[src/rtl/usb_reg_bridge_pkg.sv]
// rtl/usb_reg_bridge_pkg.sv - opcodes, FSM encoding and state helpers for the USB register bridge
package usb_reg_bridge_pkg;

    localparam logic [7:0] USB_OP_WRITE = 8'h00;
    localparam logic [7:0] USB_OP_READ  = 8'h80;

    typedef enum logic [2:0] {
        ST_IDLE  = 3'd0,
        ST_ADDR  = 3'd1,
        ST_LEN   = 3'd2,
        ST_WDATA = 3'd3,
        ST_RREQ  = 3'd4,
        ST_RCAP  = 3'd5,
        ST_RSEND = 3'd6
    } state_t;

    // States that accept an inbound byte.
    function automatic logic is_rx_state(input state_t s);
        return (s == ST_IDLE) || (s == ST_ADDR) || (s == ST_LEN) || (s == ST_WDATA);
    endfunction

    // Mid-frame states guarded by the inactivity timeout.
    function automatic logic is_timed_state(input state_t s);
        return (s == ST_ADDR) || (s == ST_LEN) || (s == ST_WDATA);
    endfunction

endpackage

[src/rtl/usb_rx_timeout.sv]
// rtl/usb_rx_timeout.sv - load-clear inactivity counter for mid-frame rx stalls
module usb_rx_timeout #(
    parameter int pTIMEOUT = 1000000
) (
    input  logic clk_usb,
    input  logic reset_n,
    input  logic clear,
    input  logic run,
    output logic expired
);

    localparam int CNT_W = $clog2(pTIMEOUT + 1);
    localparam logic [CNT_W-1:0] LIMIT = CNT_W'(pTIMEOUT);

    logic [CNT_W-1:0] count;

    assign expired = (count == LIMIT);

    // Count idle cycles while running; any accepted byte or leaving the timed states restarts from zero.
    always_ff @(posedge clk_usb or negedge reset_n) begin
        if (!reset_n) begin
            count <= '0;
        end else if (clear || !run) begin
            count <= '0;
        end else if (!expired) begin
            count <= count + 1'b1;
        end
    end

endmodule

[src/rtl/usb_reg_bridge.sv]
// rtl/usb_reg_bridge.sv - USB byte stream to register-bank strobe bridge with read-return stream
module usb_reg_bridge #(
    parameter int pBYTECNT_SIZE = 7,
    parameter int pTIMEOUT      = 1000000
) (
    input  logic                     clk_usb,
    input  logic                     reset_n,
    input  logic [7:0]               rx_data,
    input  logic                     rx_valid,
    output logic                     rx_ready,
    output logic [7:0]               tx_data,
    output logic                     tx_valid,
    input  logic                     tx_ready,
    output logic [7:0]               reg_address,
    output logic [pBYTECNT_SIZE-1:0] reg_bytecnt,
    output logic [7:0]               reg_datai,
    output logic                     reg_write,
    output logic                     reg_read,
    input  logic [7:0]               reg_datao,
    output logic                     busy,
    output logic                     err_opcode,
    output logic                     err_timeout,
    input  logic                     err_clear
);
    import usb_reg_bridge_pkg::*;

    state_t     state, state_next;
    logic       is_read;
    logic [7:0] burst_len;
    logic [7:0] byte_idx;
    logic [7:0] idx_inc;
    logic       ready_en;
    logic       rx_fire;
    logic       tx_fire;
    logic       opcode_ok;
    logic       last_byte;
    logic       expired;
    logic       set_opcode_err;
    logic       set_timeout_err;

    // rx_ready is held low through reset and the first edge after release.
    assign rx_ready        = ready_en & is_rx_state(state);
    assign rx_fire         = rx_valid & rx_ready;
    assign tx_fire         = tx_valid & tx_ready;
    assign busy            = (state != ST_IDLE);
    assign opcode_ok       = (rx_data == USB_OP_WRITE) || (rx_data == USB_OP_READ);
    assign idx_inc         = byte_idx + 8'd1;
    assign last_byte       = (idx_inc == burst_len);
    assign set_opcode_err  = (state == ST_IDLE) && rx_fire && !opcode_ok;
    assign set_timeout_err = is_timed_state(state) && expired && !rx_fire;

    usb_rx_timeout #(
        .pTIMEOUT(pTIMEOUT)
    ) u_rx_timeout (
        .clk_usb (clk_usb),
        .reset_n (reset_n),
        .clear   (rx_fire),
        .run     (is_timed_state(state)),
        .expired (expired)
    );

    // State register.
    always_ff @(posedge clk_usb or negedge reset_n) begin
        if (!reset_n) begin
            state <= ST_IDLE;
        end else begin
            state <= state_next;
        end
    end

    // Next-state decode; an accepted byte takes priority over a coincident timeout.
    always_comb begin
        state_next = state;
        case (state)
            ST_IDLE:  if (rx_fire && opcode_ok) state_next = ST_ADDR;
            ST_ADDR:  begin
                if (rx_fire)      state_next = ST_LEN;
                else if (expired) state_next = ST_IDLE;
            end
            ST_LEN:   begin
                if (rx_fire) begin
                    if (rx_data == 8'd0) state_next = ST_IDLE;
                    else if (is_read)    state_next = ST_RREQ;
                    else                 state_next = ST_WDATA;
                end else if (expired) begin
                    state_next = ST_IDLE;
                end
            end
            ST_WDATA: begin
                if (rx_fire) begin
                    if (last_byte) state_next = ST_IDLE;
                end else if (expired) begin
                    state_next = ST_IDLE;
                end
            end
            ST_RREQ:  state_next = ST_RCAP;
            ST_RCAP:  state_next = ST_RSEND;
            ST_RSEND: if (tx_fire) state_next = last_byte ? ST_IDLE : ST_RREQ;
            default:  state_next = ST_IDLE;
        endcase
    end

    // Registered register-bank strobes, burst bookkeeping and read-return byte.
    always_ff @(posedge clk_usb or negedge reset_n) begin
        if (!reset_n) begin
            ready_en    <= 1'b0;
            is_read     <= 1'b0;
            burst_len   <= 8'd0;
            byte_idx    <= 8'd0;
            reg_address <= 8'd0;
            reg_bytecnt <= '0;
            reg_datai   <= 8'd0;
            reg_write   <= 1'b0;
            reg_read    <= 1'b0;
            tx_data     <= 8'd0;
            tx_valid    <= 1'b0;
        end else begin
            ready_en  <= 1'b1;
            reg_write <= 1'b0;
            reg_read  <= (state_next == ST_RREQ);
            case (state)
                ST_IDLE:  if (rx_fire && opcode_ok) is_read <= (rx_data == USB_OP_READ);
                ST_ADDR:  if (rx_fire) reg_address <= rx_data;
                ST_LEN:   begin
                    if (rx_fire) begin
                        burst_len   <= rx_data;
                        byte_idx    <= 8'd0;
                        reg_bytecnt <= '0;
                    end
                end
                ST_WDATA: begin
                    if (rx_fire) begin
                        reg_write   <= 1'b1;
                        reg_datai   <= rx_data;
                        reg_bytecnt <= byte_idx[pBYTECNT_SIZE-1:0];
                        byte_idx    <= idx_inc;
                    end
                end
                ST_RCAP:  begin
                    tx_data  <= reg_datao;
                    tx_valid <= 1'b1;
                end
                ST_RSEND: begin
                    if (tx_fire) begin
                        tx_valid    <= 1'b0;
                        byte_idx    <= idx_inc;
                        reg_bytecnt <= idx_inc[pBYTECNT_SIZE-1:0];
                    end
                end
                default: ;
            endcase
        end
    end

    // Sticky error flags; a new error in the same cycle as err_clear keeps the flag set.
    always_ff @(posedge clk_usb or negedge reset_n) begin
        if (!reset_n) begin
            err_opcode  <= 1'b0;
            err_timeout <= 1'b0;
        end else begin
            if (set_opcode_err)  err_opcode <= 1'b1;
            else if (err_clear)  err_opcode <= 1'b0;
            if (set_timeout_err) err_timeout <= 1'b1;
            else if (err_clear)  err_timeout <= 1'b0;
        end
    end

endmodule

[config.mk]
export PLATFORM = sky130hd
export DESIGN_NAME = usb_reg_bridge
export DESIGN_NICKNAME = d
export VERILOG_FILES = /design/src/rtl/usb_reg_bridge_pkg.sv /design/src/rtl/usb_rx_timeout.sv /design/src/rtl/usb_reg_bridge.sv
export SDC_FILE = /design/constraint.sdc
export NUM_CORES = 1
export LEC_CHECK = 0
export ABC_AREA = 1
export CORE_MARGIN = 2
export CORE_UTILIZATION = 48
export CTS_CLUSTER_DIAMETER = 30
export DETAILED_ROUTE_END_ITERATION = 8
export PLACE_DENSITY = 0.8
export SLEW_MARGIN = 20
export SYNTH_ARGS = -nofsm -noshare
export SYNTH_HDL_FRONTEND = slang
export SYNTH_SLANG_ARGS = --single-unit
export TNS_END_PERCENT = 1
[constraint.sdc]
create_clock -name clk_usb -period 1.75 [get_ports clk_usb]
set_input_delay 0.35 -clock clk_usb [delete_from_list [all_inputs] [get_ports clk_usb]]
set_output_delay 0.35 -clock clk_usb [all_outputs]
set_load 0.02 [all_outputs]
==> impl_metrics.json <==
{
  "setup_violations": 4,
  "synth_top_cell_area_share": 0.5206,
  "finalNonFillerCells": 654,
  "path_delay_family": "simple AND/OR/NAND/NOR gates",
  "required_ns": 2.03,
  "htree_levels": 3,
  "cp_common_cell": "nand2_1",
  "yosysSeqAreaShare": 0.5206,
  "holdWs_ns": 0.4709,
  "dp_cells": 636,
  "rows": 32,
  "period_share": 1.091,
  "yosys.area.top_type": "dfrtp_1",
  "io_buffers": 58,
  "synth.top_cells.by_area": "dfrtp_1 (52%), nand2_1 (13%), inv_1 (5.5%)",
  "avgSynthCellArea_um2": 8.355,
  "area_growth_pct": 36.38,
  "fin_skew_ns": 0.009179,
  "nNetsFinal": 572,
  "syn_nets": 467,
  "wl_per_cell_um": 14.07,
  "crit_path_end_kind": "flop",
  "preCtsSetupSlack_ns": -0.2683,
  "cts.path.max_buffers": 2,
  "crit_fanout": 3,
  "finalHoldViolCount": 0,
  "post_synth_num_cell_types": 36,
  "vdd_drop_max_uv": 676.9,
  "fin_ws_ns": -0.1601,
  "drtAntennaViolNets": 0,
  "place_area_um2": 4674,
  "crit_chain": "ha_4 -> nor2_1 -> nor2_2 -> buf_4 -> nand2_1 -> nand4_1 -> nor2_2 -> nand3_1 -> nand2_1 -> nand2_1 -> nand2_1 -> nand3_1 -> nor2_1",
  "slowest_delay_ns": 0.43,
  "start_util": 0.4865,
  "grt-ovfl-total": 0,
  "grt_pass1_vias": 3378,
  "final_area_um2": 5047,
  "drt-total-wl_mm": 9.205,
  "gp_congestion": 0.9802,
  "arrival_ns": 2.19,
  "worstSetupStartpointType": "flop",
  "synth_area_um2": 3701,
  "die_w_um": 91.81,
  "period_needed_ns": 1.910,
  "yosys_warnings": 0,
  "hpwl_mm": 6.716,
  "slew_violations": 0,
  "violations": "setup timing",
  "die_h_um": 91.81,
  "avgViaCountPerCell": 5.145,
  "crit_buf_inv": 1,
  "fmax_ghz": 0.5235,
  "clk_pin_slew_ns": 0.08,
  "numCtsBuffers": 9,
  "clk_latency_ns": 0.35,
  "die_area_um2": 8429,
  "final_layout_size_suffix_gt1_frac": 0.2101,
  "power_density_nw_per_um2": 1034,
  "cts.sinks": 77,
  "drt-pass1-iter-count": 5,
  "grt_use_total": 0.2270,
  "cts_tree": "built",
  "leakagePower_nw": 2.515,
  "antenna_found_initial": 0,
  "hold_class": "input port to async pin",
  "antenna_cells": 0,
  "grt_start_max_net_pins": 31,
  "synth_cells": 443,
  "outcome": "complete, but fails checks",
  "synth-seq-cells": 77,
  "drc": 0,
  "rsz0062_at_grt": "yes",
  "grt_pass1_wl_mm": 15.16,
  "drtIter0Drc": 172,
  "crit_type": "flop to flop",
  "maxCapViolCount": 0,
  "io_pins": 59,
  "core_um2": 7607,
  "num_vias": 3365,
  "clock-root-buffer": "clkbuf_8",
  "crit_slowest_cell": "dfrtp_1"
}
cells in the final DEF (no fill, tap or decap), types with 2 or more instances in the layout:
cell type and n:
nor4_1 3, nand4_1 7, nor2_2 13, nand2_2 9, nor2_4 2, dlygate4sd2_1 2, o21ai_0 14, inv_1 52
buf_6 2, nand3_1 21, buf_4 38, a31oi_1 2, clkdlybuf4s50_1 55, nor2_1 33, ha_1 2, o21ai_1 5
mux2_2 15, nor3_2 2, a21oi_1 17, inv_4 2, inv_2 4, o22ai_1 12, nor3_1 8, nand2_1 118
clkbuf_8 11, nand3_2 3, bufinv_16 3, dfrtp_1 76, nand2_4 4
Yosys cell counts, drive strengths merged:
library cell	instances
or2	2
conb	1
nand4	7
nor4	4
o32ai	1
o22ai	12
o21ai	19
nand3	24
nor3b	2
dfrtp	77
a31oi	2
a22oi	1
a21oi	17
mux2	15
buf	4
and2	1
ha	3
nor2	48
clkinv	1
and3	1
clkbuf	1
a221oi	1
inv	58
nor3	10
nand2	131
cells by family after synthesis:
logic type | after synthesis | share of synthesized area
AOI/OAI and AO/OA | 53 | 0.07911
buffers and inverters | 64 | 0.06795
other | 1 | 0.001013
adders and majority gates | 3 | 0.01014
and+or+nand+nor | 230 | 0.2755
muxes | 15 | 0.04564
DFF | 77 | 0.5206
cell type report:
class | instances | area (um^2)
multi-input cells | 302 | 1613
repair buffers | 99 | 905.9
clock inverters | 4 | 95.09
flip-flops and latches | 77 | 1928
inverters | 59 | 226.5
clock buffers | 11 | 151.4
fillers | 606 | 2560
well taps | 102 | 127.6
worst reg2reg max path: stages (launching register included):
cell	delay, ns
dfrtp_1	0.43
ha_4	0.20
nor2_1	0.12
nor2_2	0.07
buf_4	0.14
nand2_1	0.07
nand4_1	0.16
nor2_2	0.19
nand3_1	0.09
nand2_1	0.08
nand2_1	0.06
nand2_1	0.08
nand3_1	0.07
nor2_1	0.10
routing by layer:
metal	up-vias	global-route usage	share of wire
li1	1639	-	-
met1	1625	0.2847	0.43
met2	86	0.3817	0.51
met3	15	0.05341	0.047
met4	0	0.08706	0.017
met5	-	0	0
metrics by stage:
step                      power, mW  TNS, ns  utilization
after CTS                     5.125  -0.1918       0.6488
after global routing          5.494   -2.357       0.6635
after global placement        3.433   -3.149       0.6145
final                         5.218  -0.3068       0.6635
after detailed placement      3.479   -4.127       0.6145
after floorplan               2.903        0            -
power breakdown:
| group | internal (mW) | switching, mW |
|---|---|---|
| sequential | 1.97 | 0.154 |
| combinational | 0.606 | 0.852 |
| clock | 1.02 | 0.625 |
worst paths after layout:
| path | cells past startpoint | slack [ns] | to | from |
|---|---|---|---|---|
| setup / recovery | 13 | -0.16 | reg_read | byte_idx[1] |
| setup reg to reg | 13 | -0.16 | reg_read | byte_idx[1] |
| hold / removal | 2 | 0.47 | burst_len[7] | reset_n |
| max in group asynchronous | 3 | 0.65 | u_rx_timeout.count[19] | reset_n |
| min in group clk_usb | 2 | 0.48 | tx_data[1] | tx_data[1] |
| hold reg to reg | 2 | 0.48 | tx_data[1] | tx_data[1] |
flip-flops by register name, summed over array words and instances (netlist names):
name / count
is_read: 1
byte_idx: 8
reg_read: 1
err_timeout: 1
state: 3
u_rx_timeout.count: 20
ready_en: 1
tx_data: 8
burst_len: 8
reg_bytecnt: 7
tx_valid: 1
reg_write: 1
reg_address: 8
reg_datai: 8
err_opcode: 1
timing repair:
item | 4_1_cts | 5_1_grt
pin swaps | 0 | 22
setup endpoints to repair | 7 | 26
setup buffers | 0 | 2
hold endpoints to repair | 28 | 0
resized for setup | 5 | 31
gates cloned | 0 | 0
hold buffers | 1 | 0
No activity file was read; power rests on OpenSTA's default activity.
